`src/rtl/mem_arbiter.sv`:
```
// Single-ported memory arbiter shared by instruction fetch (IF) and load/store (LS).
// LS has priority. A starvation counter hands the next arbitration to IF after
// STARVE_MAX consecutive IF denials. One transaction is in flight at a time.
//
// state   | meaning
// --------+-----------------------------------------------------------------
// IDLE    | no transaction; combinational arbitration, grant same cycle
// BUSY_IF | IF read in flight, mem_req_o held until ack or timeout
// BUSY_LS | LS read/write in flight, mem_req_o held until ack or timeout
module mem_arbiter #(
  parameter int STARVE_MAX = 4,
  parameter int TIMEOUT    = 255
) (
  input  logic        clk_i,
  input  logic        rst_i,
  input  logic        if_req_i,
  input  logic [31:0] if_addr_i,
  output logic        if_gnt_o,
  output logic        if_rvalid_o,
  output logic [31:0] if_rdata_o,
  input  logic        ls_req_i,
  input  logic        ls_we_i,
  input  logic [3:0]  ls_be_i,
  input  logic [31:0] ls_addr_i,
  input  logic [31:0] ls_wdata_i,
  output logic        ls_gnt_o,
  output logic        ls_rvalid_o,
  output logic [31:0] ls_rdata_o,
  output logic        mem_req_o,
  output logic        mem_we_o,
  output logic [3:0]  mem_be_o,
  output logic [31:0] mem_addr_o,
  output logic [31:0] mem_wdata_o,
  input  logic        mem_ack_i,
  input  logic [31:0] mem_rdata_i,
  output logic        bus_err_o
);

  localparam int SW = $clog2(STARVE_MAX + 1);
  localparam int TW = (TIMEOUT < 2) ? 1 : $clog2(TIMEOUT + 1);

  typedef enum logic [1:0] {
    IDLE    = 2'd0,
    BUSY_IF = 2'd1,
    BUSY_LS = 2'd2
  } state_t;

  state_t        state;
  logic [SW-1:0] starve_cnt;
  logic [TW-1:0] to_cnt;

  logic idle;
  logic if_starved;
  logic ls_win;
  logic if_win;
  logic to_hit;

  // Arbitration is combinational in IDLE so a requester sees its grant in the request cycle.
  always_comb begin
    idle       = (state == IDLE) && !rst_i;
    if_starved = (starve_cnt == SW'(STARVE_MAX));
    ls_win     = idle && ls_req_i && !(if_req_i && if_starved);
    if_win     = idle && if_req_i && !ls_win;
    // Down-counter loaded with TIMEOUT at grant; terminal count 1 is the last allowed cycle.
    to_hit     = (TIMEOUT != 0) && (to_cnt == TW'(1));
  end

  assign ls_gnt_o = ls_win;
  assign if_gnt_o = if_win;

  // Starvation counter: counts IF denials in IDLE, saturates, clears on IF grant.
  always_ff @(posedge clk_i) begin
    if (rst_i) begin
      starve_cnt <= '0;
    end else if (if_win) begin
      starve_cnt <= '0;
    end else if (idle && if_req_i && !if_starved) begin
      starve_cnt <= starve_cnt + SW'(1);
    end
  end

  // Main FSM: latches the winning request, holds the memory bus, returns the response.
  always_ff @(posedge clk_i) begin
    if (rst_i) begin
      state       <= IDLE;
      to_cnt      <= '0;
      mem_req_o   <= 1'b0;
      mem_we_o    <= 1'b0;
      mem_be_o    <= '0;
      mem_addr_o  <= '0;
      mem_wdata_o <= '0;
      if_rvalid_o <= 1'b0;
      if_rdata_o  <= '0;
      ls_rvalid_o <= 1'b0;
      ls_rdata_o  <= '0;
      bus_err_o   <= 1'b0;
    end else begin
      if_rvalid_o <= 1'b0;
      if_rdata_o  <= '0;
      ls_rvalid_o <= 1'b0;
      ls_rdata_o  <= '0;
      bus_err_o   <= 1'b0;
      case (state)
        IDLE: begin
          if (ls_win) begin
            state       <= BUSY_LS;
            mem_req_o   <= 1'b1;
            mem_we_o    <= ls_we_i;
            mem_be_o    <= ls_be_i;
            mem_addr_o  <= ls_addr_i;
            mem_wdata_o <= ls_wdata_i;
            to_cnt      <= TW'(TIMEOUT);
          end else if (if_win) begin
            state       <= BUSY_IF;
            mem_req_o   <= 1'b1;
            mem_we_o    <= 1'b0;
            mem_be_o    <= 4'hF;
            mem_addr_o  <= if_addr_i;
            mem_wdata_o <= '0;
            to_cnt      <= TW'(TIMEOUT);
          end
        end
        BUSY_IF, BUSY_LS: begin
          if (mem_ack_i || to_hit) begin
            state       <= IDLE;
            mem_req_o   <= 1'b0;
            mem_we_o    <= 1'b0;
            mem_be_o    <= '0;
            mem_addr_o  <= '0;
            mem_wdata_o <= '0;
            to_cnt      <= '0;
            // An ack in the terminal cycle still counts as a normal completion.
            bus_err_o   <= !mem_ack_i;
            if (state == BUSY_IF) begin
              if_rvalid_o <= 1'b1;
              if_rdata_o  <= mem_ack_i ? mem_rdata_i : '0;
            end else begin
              ls_rvalid_o <= 1'b1;
              ls_rdata_o  <= (mem_ack_i && !mem_we_o) ? mem_rdata_i : '0;
            end
          end else if (TIMEOUT != 0) begin
            to_cnt <= to_cnt - TW'(1);
          end
        end
        default: state <= IDLE;
      endcase
    end
  end

endmodule

```
`config.mk`:
```
export PLATFORM = sky130hd
export DESIGN_NAME = mem_arbiter
export DESIGN_NICKNAME = d
export VERILOG_FILES = /design/src/rtl/mem_arbiter.sv
export SDC_FILE = /design/constraint.sdc
export NUM_CORES = 1
export LEC_CHECK = 0
export ABC_AREA = 1
export CORE_ASPECT_RATIO = 1.25
export CORE_MARGIN = 3
export CORE_UTILIZATION = 40
export CTS_CLUSTER_DIAMETER = 50
export CTS_CLUSTER_SIZE = 30
export DETAILED_ROUTE_END_ITERATION = 6
export PLACE_DENSITY = 0.79
export SYNTH_ARGS = -nofsm -noshare
export SYNTH_HDL_FRONTEND = slang
export SYNTH_SLANG_ARGS = --single-unit
export TNS_END_PERCENT = 5
```
`constraint.sdc`:
```
create_clock -name clk_i -period 2.3 [get_ports clk_i]
set_input_delay 0.46 -clock clk_i [delete_from_list [all_inputs] [get_ports clk_i]]
set_output_delay 0.46 -clock clk_i [all_outputs]
set_load 0.1 [all_outputs]
```
==> results of run 1 <==
[through the flow]
| stage | hold slack, ns | util, % | worst slack, ns |
|---|---|---|---|
| 5_1_grt | 0.420 | 63.5 | 0.0124 |
| 3_5_place_dp | 0.453 | 59.5 | 0.136 |
| 3_3_place_gp | 0.448 | 59.5 | 0.158 |
| 6_report | 0.411 | 63.5 | 0.117 |
| 2_1_floorplan | 0.455 | - | -0.215 |
| 4_1_cts | 0.396 | 63.5 | 0.0492 |
[cell families after synthesis]
logic type | Yosys count
fa+ha+maj | 7
buf+inv | 146
compound gates | 88
simple gates | 419
flops | 150
xor+xnor | 4
[layer usage]
layer / part of all wire, % / global-route usage, % / wire length (um)
met2: 48 / 37.8 / 9290
met4: 2.9 / 9.47 / 558
met5: 0 / 0 / 0
met1: 38 / 24.7 / 7350
met3: 11 / 6.91 / 2080
[layout by cell type (no fill, tap or decap), drive strengths merged]
master,n
nand2,173
buf,158
dfxtp,150
clkdlybuf4s50,136
nor2,123
inv,92
a21oi,78
nand4,72
nand3,46
clkbuf,19
o21ai,9
ha,7
clkinvlp,4
nand3b,4
clkinv,4
xor2,2
xnor2,2
nor3,1
o211ai,1
bufinv,1
[area by class of cell]
cell class / instances / area [um2]
clock buffer: 19 / 443
clock inverter: 13 / 136
fill: 1292 / 5340
inverter: 88 / 342
multi-input combinational: 518 / 2510
sequential: 150 / 3010
tap: 178 / 223
timing repair buffer: 294 / 2650
[sequential cells by signal, indices dropped and copies added, names as in the netlist]
name and flops:
if_rdata_o 32, ls_rdata_o 32, mem_addr_o 32, mem_wdata_o 32, to_cnt 8, mem_be_o 4, starve_cnt 3, state 2
bus_err_o 1, if_rvalid_o 1, ls_rvalid_o 1, mem_req_o 1, mem_we_o 1
[worst max-delay path, delay by kind of cell, from the launching register on]
family | cells | cell delay, ns
fa+ha+maj | 1 | 0.12
buf+inv | 4 | 0.47
flops | 1 | 0.33
simple gates | 4 | 0.39
[timing repair]
action                     in CTS  in global routing
buffers inserted                0                  1
setup endpoints to repair       0                  1
resized for setup               0                  1
[final timing paths]
kind	end	cells past startpoint	slack [ns]
setup / recovery	if_gnt_o	9	0.12
hold / removal	to_cnt[2]$_SDFFE_PP0P_	4	0.41
setup reg to reg	mem_wdata_o[19]$_SDFFE_PP0P_	9	0.50
hold reg to reg	mem_wdata_o[31]$_SDFFE_PP0P_	2	0.46
[power by group through the flow]
stage                     Clock, mW  Sequential [mW]  Combinational [mW]
final                          2.73             2.85                2.32
after global routing           2.88             2.87                2.46
after CTS                      2.77             2.85                2.32
after detailed placement          0             2.91                2.32
after global placement            0             2.90                2.30
after floorplan                   0             3.77               0.760
==> reports/metrics.csv, run 1 <==
stage,metric,value,unit
critical_path,WP data arrival,1.72,ns
cells_and_area,fin cells,1260,
power,Clk pwr share,34.6,%
die,die area,16800,um2
die,die width,116,um
sta,min Tclk post-route,2.18,ns
critical_path,CP Launch Type,flop,
synthesis,Most used DFF post-synth,dfxtp_1,
critical_path,crit path cell chain,inv_2 -> ha_4 -> nand2_2 -> inv_2 -> nand2_4 -> nand2_4 -> clkinvlp_4 -> nor2_4 -> buf_12,
power,peak supply drop,0.484,mV
die,I/O pins,277,
critical_path,CP Capture Type,output port,
die,core footprint,14700,um2
global_route,residual overflow from global routing,0,
synthesis,count of cell types in the netlist,25,
critical_path,worst r2r src,to_cnt[0]$_SDFFE_PP0P_,
clocking,clock sink count,150,
power,sw frac,36.9,%
critical_path,crit-path max cell delay,0.33,ns
cells_and_area,Area Overhead vs Synth,52.7,%
route,# DRC,0,
synthesis,most common cell in the synthesized netlist,nand2_1,
min_path,Hold WC Path Type,primary input to flop,
clocking,Clock transition at path regs,0.06,ns
critical_path,Crit Path Category,flop to output port,
synthesis,Syn Std Cell Area,6090,um2
clocking,Root Buffer Master,clkbuf_16,
synthesis,post-synthesis area per instance,7.49,um2
clocking,H-tree depth,4,
critical_path,CP required,1.84,ns
sta,slew margin rel.,42.2,%
clocking,CTS tree,built,
clocking,CTS buffer count,17,
global_route,initial antenna violation count,0,
sta,Worst-Margin Slew,0.867,ns
synthesis,post-synth top area share,49.3,%
sta,Final setup viols,0,
placed_design,"Cell Area, Placed",8720,um2
synthesis,largest family of logic cells by synthesized area,simple AND/OR/NAND/NOR gates,
sta,Final Hold Vio Count,0,
synthesis,most common library cells after synthesis,"nand2_1, dfxtp_1, nor2_1",
clocking,Worst-Skew Late Latency,0.42,ns
critical_path,CP Launch Point,starve_cnt[1]$_SDFFE_PP0P_,
route,vias,6361,
synthesis,Post-Synthesis Cells,814,
power,Total Power,7.90,mW
power,P_int,4.99,mW
synthesis,post-synthesis compound-gate area fraction,7.27,%
sta,final cycle utilization of the critical path,94.9,%
sta,Fin Setup TNS,0,ns
global_route,vias in the first global route,5961,
route,DR vias/cell,5.05,
placed_design,GPL Wtd Cong,0.877,
sta,RSZ-0062 raised after global routing,false,
sta,Slew Limit Fails,0,
global_route,largest net degree at the start of global routing,78,
synthesis,"Seq/Total Area, Yosys",49.3,%
route,Final ANT Viol Nets,0,
die,row count,49,
cells_and_area,share of post-route cells with drive strength above 1,20.5,%
status,outcome,"finished, final reports clean",
synthesis,post-synthesis adder-cell area fraction,1.44,%
synthesis,Post-synth EDFFs,0,
die,Initial Utilization,41.6,%
min_path,min-delay src,rst_i,
synthesis,"top cells by area, synth","dfxtp_1, nand2_1, nand4_1, nor2_1, a21oi_1",
placed_design,DP HPWL,13600,um
global_route,Global Route Usage Sum,21.9,%
synthesis,post-synthesis simple-gate area fraction,31.1,%
synthesis,Post-Synth XOR/XNOR Area,0.575,%
cells_and_area,final instance area,9310,um2
cells_and_area,Inserted Diodes,0,
route,1st-iter DRT viols,334,
power,Flop pwr share,36.1,%
placed_design,port bufs,276,
synthesis,Yosys reg bits,150,
sta,Layout Skew,0.0165,ns
sta,achievable clock frequency,458,MHz
global_route,first-pass GRT wire length,29400,um
route,drt pass-1 iters,6,
power,Comb power frac,29.3,%
critical_path,CP max stage cell,dfxtp_2,
power,P_sw,2.91,mW
route,drt wl/cell,15.3,um
synthesis,mux contribution to synthesized area,0,%
power,Leak,4.31,nW
clocking,clk buf depth,2,
synthesis,Synth async-reset ratio,0,%
cells_and_area,Nets,1214,
clocking,hold_buf cts,0,
route,overall routed net length,19300,um
die,Die Y-Extent,144,um
job,maxcap violations,0,
power,pwr/cell area,849,nW/um2
placed_design,placed insts,1227,
synthesis,"area leader, netlist",dfxtp_1,
critical_path,crit path max fanout,5,
synthesis,syn_nets,959,
synthesis,YS warnings,0,
Note: power is estimated with default switching activity, not from simulation.
==> run 2: changes to the inputs <==
Settings changed: CORE_UTILIZATION 40 to 42, PLACE_DENSITY 0.79 to 0.82.
==> run 2 against run 1 <==
Effect of this change: design area about the same; die area decreased by 4.5%; setup slack worse by 0.016 ns; register-to-register slack improved by 0.03 ns; count of clock-buffer cells in the layout down 2; wire length decreased by 3.0%; core utilization up 3.0 points; sequential power about the same; clock power rose by 5%; cell count decreased by 0.32%; combinational power is essentially flat; sequential share of layout area about the same; largest power group is now the clock network.
==> reports/metrics.csv, run 2 (synthesis gave the netlist of run 1 again) <==
stage,metric,value,unit,change
sta,achievable clock frequency,455,MHz,was 458 MHz
critical_path,worst reg-to-reg setup slack,0.53,ns,was 0.50 ns
critical_path,Worst Path Buf+Inv,3,,was 4
die,Die Y-Extent,141,um,was 144 um
critical_path,crit-path max cell delay,0.35,ns,was 0.33 ns
global_route,vias in the first global route,5822,,was 5961
route,vias,6237,,was 6361
sta,Layout Skew,0.0175,ns,was 0.0165 ns
job,maxcap violations,0,,unchanged
power,Leak,4.33,nW,was 4.31 nW
critical_path,critical path depth,8,,was 9
cells_and_area,Nets,1213,,was 1214
sta,RSZ-0062 raised after global routing,false,,unchanged
clocking,Post-CTS Resized,0,,unchanged
critical_path,CP Launch Type,flop,,unchanged
critical_path,CP Launch Point,state[1]$_SDFFE_PP0P_,,was starve_cnt[1]$_SDFFE_PP0P_
sta,slew margin rel.,42.7,%,was 42.2%
die,I/O pins,277,,unchanged
sta,final cycle utilization of the critical path,95.6,%,was 94.9%
cells_and_area,"commonest non-fill, non-tap cell in the layout",nand2_1,,unchanged
power,peak supply drop,0.538,mV,was 0.484 mV
sta,slack of the critical path,0.101,ns,was 0.117 ns
power,pwr/cell area,861,nW/um2,was 849 nW/um2
clocking,H-tree depth,4,,unchanged
route,1st-iter DRT viols,440,,was 334
cells_and_area,Inserted Diodes,0,,unchanged
critical_path,crit path cell chain,inv_1 -> ha_4 -> nand2_8 -> nor2_8 -> nand2_4 -> clkinvlp_4 -> nor2_4 -> buf_12,,was inv_2 -> ha_4 -> nand2_2 -> inv_2 -> nand2_4 -> nand2_4 -> clkinvlp_4 -> nor2_4 -> buf_12
sta,Final setup viols,0,,unchanged
sta,Final Hold Vio Count,0,,unchanged
sta,Worst-Margin Slew,0.860,ns,was 0.867 ns
cells_and_area,final instance area,9320,um2,was 9310 um2
critical_path,worst setup path end,if_gnt_o,,unchanged
clocking,CTS buffer count,17,,unchanged
placed_design,Post-Place Setup Slack,0.178,ns,was 0.136 ns
route,Final ANT Viol Nets,0,,unchanged
die,die area,16000,um2,was 16800 um2
route,overall routed net length,18700,um,was 19300 um
clocking,CTS tree,built,,unchanged
clocking,Root Buffer Master,clkbuf_16,,unchanged
die,row count,48,,was 49
clocking,clock sink count,150,,unchanged
die,core footprint,14000,um2,was 14700 um2
clocking,hold_buf cts,0,,unchanged
placed_design,port bufs,276,,unchanged
global_route,initial antenna violation count,0,,unchanged
route,drt pass-1 iters,4,,was 6
route,drt wl/cell,14.9,um,was 15.3 um
critical_path,reg-to-reg endpoint,mem_addr_o[27]$_SDFFE_PP0P_,,was mem_wdata_o[19]$_SDFFE_PP0P_
cells_and_area,share of post-route cells with drive strength above 1,20.4,%,was 20.5%
cells_and_area,Area Overhead vs Synth,52.9,%,was 52.7%
critical_path,CP Capture Type,output port,,unchanged
die,die width,114,um,was 116 um
global_route,Global Route Usage Sum,22.5,%,was 21.9%
clocking,setup repair bufs after CTS,0,,unchanged
critical_path,kind of cell adding the most delay to the critical path,buffers and inverters,,unchanged
route,DR vias/cell,4.97,,was 5.05
cells_and_area,"Core Util, Final",66.6,%,was 63.5%
critical_path,crit path max fanout,4,,was 5
min_path,Hold WC Path Type,primary input to flop,,unchanged
critical_path,CP required,1.84,ns,about the same
critical_path,CP max stage cell,dfxtp_1,,was dfxtp_2
clocking,Worst-Skew Late Latency,0.42,ns,about the same
placed_design,"Cell Area, Placed",8700,um2,was 8720 um2
die,Initial Utilization,43.6,%,was 41.6%
critical_path,worst r2r src,state[0]$_SDFFE_PP0P_,,was to_cnt[0]$_SDFFE_PP0P_
route,# DRC,0,,unchanged
critical_path,FF-to-FF path depth,6,,was 9
sta,min Tclk post-route,2.20,ns,was 2.18 ns
clocking,Clock transition at path regs,0.06,ns,about the same
global_route,first-pass GRT wire length,29000,um,was 29400 um
cells_and_area,"commonest cells after routing, fill and taps aside","nand2_1, buf_4, dfxtp_1, clkdlybuf4s50_1, nor2_1",,unchanged
status,outcome,"finished, final reports clean",,unchanged
critical_path,Crit Path Category,flop to output port,,unchanged
clocking,clk buf depth,2,,unchanged
placed_design,DP HPWL,13100,um,was 13600 um
global_route,largest net degree at the start of global routing,78,,unchanged
critical_path,WP data arrival,1.74,ns,was 1.72 ns
cells_and_area,Fill cells,1188,,was 1292
global_route,residual overflow from global routing,0,,unchanged
sta,Slew Limit Fails,0,,unchanged
placed_design,GPL Wtd Cong,0.859,,was 0.877
## run 2: area by class of cell
cell class / instances / area [um2] / area share (%)
Clock buffer: 17 / 425 / 4.57
Clock inverter: 15 / 186 / 2.00
Inverter: 88 / 342 / 3.67
Multi-Input combinational cell: 518 / 2510 / 27.0
Sequential cell: 150 / 3010 / 32.3
Tap cell: 175 / 219 / 2.35
Timing Repair Buffer: 293 / 2630 / 28.2
## run 2: layer usage
layer / share of wire (%) / track usage [%] / vias to the layer above
met5: 0 / 0 / -
met2: 48 / 37.9 / 293
li1: - / - / 3124
met1: 38 / 26.2 / 2793
met3: 11 / 7.73 / 27
met4: 2.3 / 8.67 / 0
## run 2: worst min path at each step
| stage | slack (ns) | cells after the start | from | endpoint |
|---|---|---|---|---|
| floorplan | 0.46 | 2 | starve_cnt[1]$_SDFFE_PP0P_ | starve_cnt[1]$_SDFFE_PP0P_ |
| global placement | 0.45 | 2 | mem_wdata_o[28]$_SDFFE_PP0P_ | mem_wdata_o[28]$_SDFFE_PP0P_ |
| detailed placement | 0.45 | 2 | mem_wdata_o[5]$_SDFFE_PP0P_ | mem_wdata_o[5]$_SDFFE_PP0P_ |
| CTS | 0.39 | 4 | rst_i | to_cnt[2]$_SDFFE_PP0P_ |
| global route | 0.42 | 4 | rst_i | bus_err_o$_SDFF_PP0_ |
| finish | 0.40 | 4 | rst_i | to_cnt[2]$_SDFFE_PP0P_ |
## run 2: stage by stage
stage / instances / hold slack, ns / TNS (ns) / power (mW)
floorplan: 814 / 0.455 / -0.215 / 4.53
detailed placement: 1224 / 0.452 / 0 / 5.20
CTS: 1256 / 0.385 / 0 / 8.08
global placement: 1224 / 0.449 / 0 / 5.19
finish: 1256 / 0.398 / 0 / 8.02
global route: 1256 / 0.421 / 0 / 8.35
## run 2: report_power, final
group	leakage, nW	internal [mW]	switching (mW)
Clock	0.305	1.65	1.22
Combinational	2.81	0.673	1.62
Sequential	1.22	2.75	0.0980
## run 2: tightest hold or removal path, cell delays in order
cell and delay [ns]:
buf_2 0.14, inv_8 0.06, o21ai_0 0.07, nor2_1 0.04
==> variant 1, RTL diff (flow settings as in run 2) <==
`TIMEOUT`: 255 -> 510.
--- a/src/rtl/mem_arbiter.sv
+++ b/src/rtl/mem_arbiter.sv
@@ -11,3 +11,3 @@
   parameter int STARVE_MAX = 4,
-  parameter int TIMEOUT    = 255
+  parameter int TIMEOUT    = 510
 ) (
Behaviour: same outputs for any inputs over 4 cycles, from zero or initial values and one cycle with rst_i high; that may be too few to reach the edited logic, so the function may still have changed.
==> variant 1 against run 2 <==
- sequential cell count increased by 1
- synthesized area decreased by 4.1%
- final area decreased by 4.0%
- hold slack improved by 0.039 ns
- critical path depth decreased by 1
- wire length decreased by 5.5%
- count of clock-buffer cells in the layout increased by 1
- worst setup slack improved by 0.054 ns
- first-iteration DRC count decreased by 7.3%
- via count decreased by 5.8%
Power is not compared: it rests on default switching activity, and its combinational part moved more than twofold at a synthesized area within 25%.
==> variant 1: results <==
{
  "grt_pass1_vias": 5674,
  "routed_wl_microns": 17660,
  "final_cells": 1204,
  "netlist-cell-type-count": 29,
  "grt_max_degree": 77,
  "dp_hpwl_microns": 12680,
  "tightest_slew_ns": 0.8316,
  "slowest_stage": "dfxtp_1",
  "synth.area.top_cells": "dfxtp_1, nand2_1, nand3_1",
  "slowest_delay_ns": 0.38,
  "synth_seq_area_share_pct": 51.70,
  "worst_setup_hold_path_clk_slew_ns": 0.06,
  "dp_cells": 1173,
  "drive_gt1_share_pct": 20.62,
  "drt_iter0_drc": 408,
  "finClkSkew_ns": 0.007239,
  "grt_use_total_pct": 22.32,
  "gp_congestion": 0.8602,
  "drt_first_pass_iters": 5,
  "syn_inst": 762,
  "status": "complete, no violations",
  "pre_cts_slack_ns": 0.1655,
  "critPathMaxFanout": 4,
  "syn-num-nets": 906,
  "cts.root.buffer_cell": "clkbuf_16",
  "post_drt_via_cell_ratio": 4.879,
  "grt_first_pass_wirelength_microns": 27630,
  "hp-class": "input pin to register",
  "synth_commonest_cells": "nand2_1, dfxtp_1, nand3_1"
}
==> variant 1: changes by cell type after synthesis, moves of 5 or more <==
cell      change
buf_4         +5
clkbuf_1      -9
inv_1        -27
nand2_1      +17
nand3_1      +63
nand4_1      -68
nor2_1       -32
==> variant 1: power breakdown <==
group	leakage, nW	switching [mW]	internal (mW)
clock	0.281	1.07	1.61
combinational	2.59	4.13	1.42
sequential	1.23	0.247	3.03
==> variant 1: cell type report <==
class,count,area [sq um]
Clock buffer,18,439.2
Clock inverter,13,131.4
Fill cell,1117,4461
Inverter,62,232.7
Multi-Input combinational cell,498,2297
Sequential cell,151,3023
Tap cell,171,214.0
Timing Repair Buffer,291,2610
==> variant 1: worst max-delay path: cells and delay by family (launching register included) <==
kind | cells | cell delay, ns
buffers and inverters | 3 | 0.37
flip-flops | 1 | 0.38
adder cells (fa/ha/maj) | 1 | 0.23
AND/OR/NAND/NOR | 3 | 0.29
==> variant 1: through the flow <==
step | instance area [sq um] | hold WS, ns
6_report | 8947 | 0.4372
5_1_grt | 8947 | 0.4507
4_1_cts | 8945 | 0.4114
3_5_place_dp | 8374 | 0.4506
3_3_place_gp | 8374 | 0.4462
2_1_floorplan | 5854 | 0.4389
==> variant 1: cells by family after synthesis <==
logic type	synth area share, %
buf+inv	9.180
fa+ha+maj	1.284
flops	51.70
compound gates	7.661
xor+xnor	0.1498
simple gates	30.02
==> variant 1: worst paths after layout <==
| path | end | slack (ns) | start | cells after the start |
|---|---|---|---|---|
| worst max register to register | starve_cnt[2]$_SDFFE_PP0P_ | 0.54 | starve_cnt[0]$_SDFFE_PP0P_ | 8 |
| worst max-delay path | if_gnt_o | 0.16 | starve_cnt[0]$_SDFFE_PP0P_ | 7 |
| worst min-delay path | to_cnt[3]$_SDFFE_PP0P_ | 0.44 | rst_i | 4 |
| worst min register to register | mem_addr_o[17]$_SDFFE_PP0P_ | 0.46 | mem_addr_o[17]$_SDFFE_PP0P_ | 2 |
==> variant 1: timing repair <==
item / in CTS / in global routing
hold buffers: 0 / 0
resized for setup: 0 / 1
endpoints found under the setup margin: 0 / 1
==> variant 1: layer usage <==
metal,routed length [microns],up-vias,global-route usage (%)
met4,445,0,10.21
li1,-,2934,-
met2,8678,274,37.93
met3,1561,29,7.464
met5,0,-,0
met1,6970,2637,25.63
==> variant 2, RTL diff (flow settings as in run 2) <==
Without the edit above. The 3 states of `state_t` get a one-hot encoding in 3 bits.
--- a/src/rtl/mem_arbiter.sv
+++ b/src/rtl/mem_arbiter.sv
@@ -41,6 +41,6 @@
 
-  typedef enum logic [1:0] {
-    IDLE    = 2'd0,
-    BUSY_IF = 2'd1,
-    BUSY_LS = 2'd2
+  typedef enum logic [2:0] {
+    IDLE    = 3'b001,
+    BUSY_IF = 3'b010,
+    BUSY_LS = 3'b100
   } state_t;
Check against the original RTL: no difference found for any inputs over 4 cycles, from zero or initial values and one cycle with rst_i high; so few cycles prove little.
==> variant 2 against run 2 <==
- worst setup slack improved by 0.062 ns
- wire length fell by 12%
- synthesized cell count fell by 8.7%
- power up 17%
- sequential cell count is 1 higher
- synthesized area shrank 8.6%
- die area decreased by 8.2%
- sequential share of layout area grew 2.0 points
- register-to-register slack worse by 0.04 ns
- final area down 5.4%
- clock skew decreased by 0.0060 ns
- highest routed layer unchanged
==> variant 2: results <==
{
  "grt_max_degree": 65,
  "drive_gt1_share_pct": 19.28,
  "clkCellAreaFrac_pct": 6.998,
  "pre_cts_slack_ns": 0.1028,
  "post_drt_via_cell_ratio": 4.521,
  "p_switching_mw": 3.910,
  "buf_share_pct": 29.21,
  "dp_hpwl_microns": 12030,
  "h-tree-depth": 4,
  "slowest_delay_ns": 0.52,
  "netlist-cell-type-count": 23,
  "final_cells": 1196,
  "p_seq_mw": 3.03,
  "fin_hold_ws_ns": 0.4615,
  "antenna_found_initial": 1,
  "arrival_ns": 1.68,
  "ff_latch_area_sq_um": 3024,
  "gp_congestion": 0.8109,
  "grt_first_pass_wirelength_microns": 25720,
  "grt_pass1_vias": 5115,
  "critPathMaxFanout": 6,
  "finClkSkew_ns": 0.01156,
  "inv_count": 103,
  "leakage_nw": 4.286,
  "num_antenna_cells": 1,
  "multi_input_area_sq_um": 1999,
  "ys_ff_latch": 151,
  "areaGrowthSynthToFinish_pct": 58.28,
  "worstHoldStart": "mem_wdata_o[3]$_SDFFE_PP0P_",
  "p_comb_mw": 3.47,
  "syn_area_sq_um": 5569,
  "drt_first_pass_iters": 7,
  "synth_seq_area_share_pct": 54.28,
  "fill_cells": 1043,
  "hp-class": "register to register",
  "slowest_stage": "clkdlybuf4s50_1",
  "ir_drop_mv": 0.6506,
  "ff2ff_path_depth": 9,
  "min_to": "mem_wdata_o[3]$_SDFFE_PP0P_",
  "nNonClkBuffers": 288,
  "rr_startpoint": "state[0]$_SDFFE_PP1P_",
  "max_freq_ghz": 0.4681,
  "num-clock-buffers": 18,
  "grt_use_total_pct": 22.37,
  "tightest_slew_ns": 0.4160,
  "layout.comb_gates.multi_input": 453,
  "synth.area.top_cells": "dfxtp_1, nand2_1, nor2_1",
  "worst_setup_hold_path_clk_slew_ns": 0.06,
  "placed_area_sq_um": 8187,
  "rrSetupSlack_ns": 0.49,
  "holdPathStages": 2,
  "r2r_end": "mem_addr_o[24]$_SDFFE_PP0P_",
  "avgSynthCellArea_sq_um": 7.495,
  "drt_iter0_drc": 264,
  "synth_commonest_cells": "nand2_1, dfxtp_1, nor2_1",
  "critPathLaunch": "if_req_i",
  "status": "complete, no violations",
  "routed_wl_microns": 16450,
  "combPwrFrac_pct": 36.9,
  "syn-num-nets": 885
}
[variant 2: cell count changes after synthesis, moves of 12 or more]
cell | before | now
nand4_1 | 72 | 2
nand3_1 | 45 | 7
inv_1 | 85 | 97
o211ai_1 | 1 | 21
clkbuf_1 | 30 | 17
nand2_1 | 167 | 197
nor2_1 | 112 | 126
[variant 2: kinds of logic after synthesis]
family	after synthesis	synth area share, %
fa+ha+maj	4	0.8987
flops	151	54.28
compound gates	105	10.40
xor+xnor	4	0.6292
simple gates	340	23.84
buf+inv	139	9.953
[variant 2: worst min-delay path, stage by stage, from the launching register on]
cell	delay (ns)
dfxtp_1	0.31
nand2_1	0.06
a21oi_1	0.05
[variant 2: routing by layer]
layer	global-route usage, %	share of wire [%]	routed length [microns]	vias up
met3	7.126	7.5	1234	24
li1	-	-	-	2812
met5	0	0	0	-
met1	25.30	37	6133	2390
met4	8.912	2.4	392	0
met2	38.66	53	8685	181
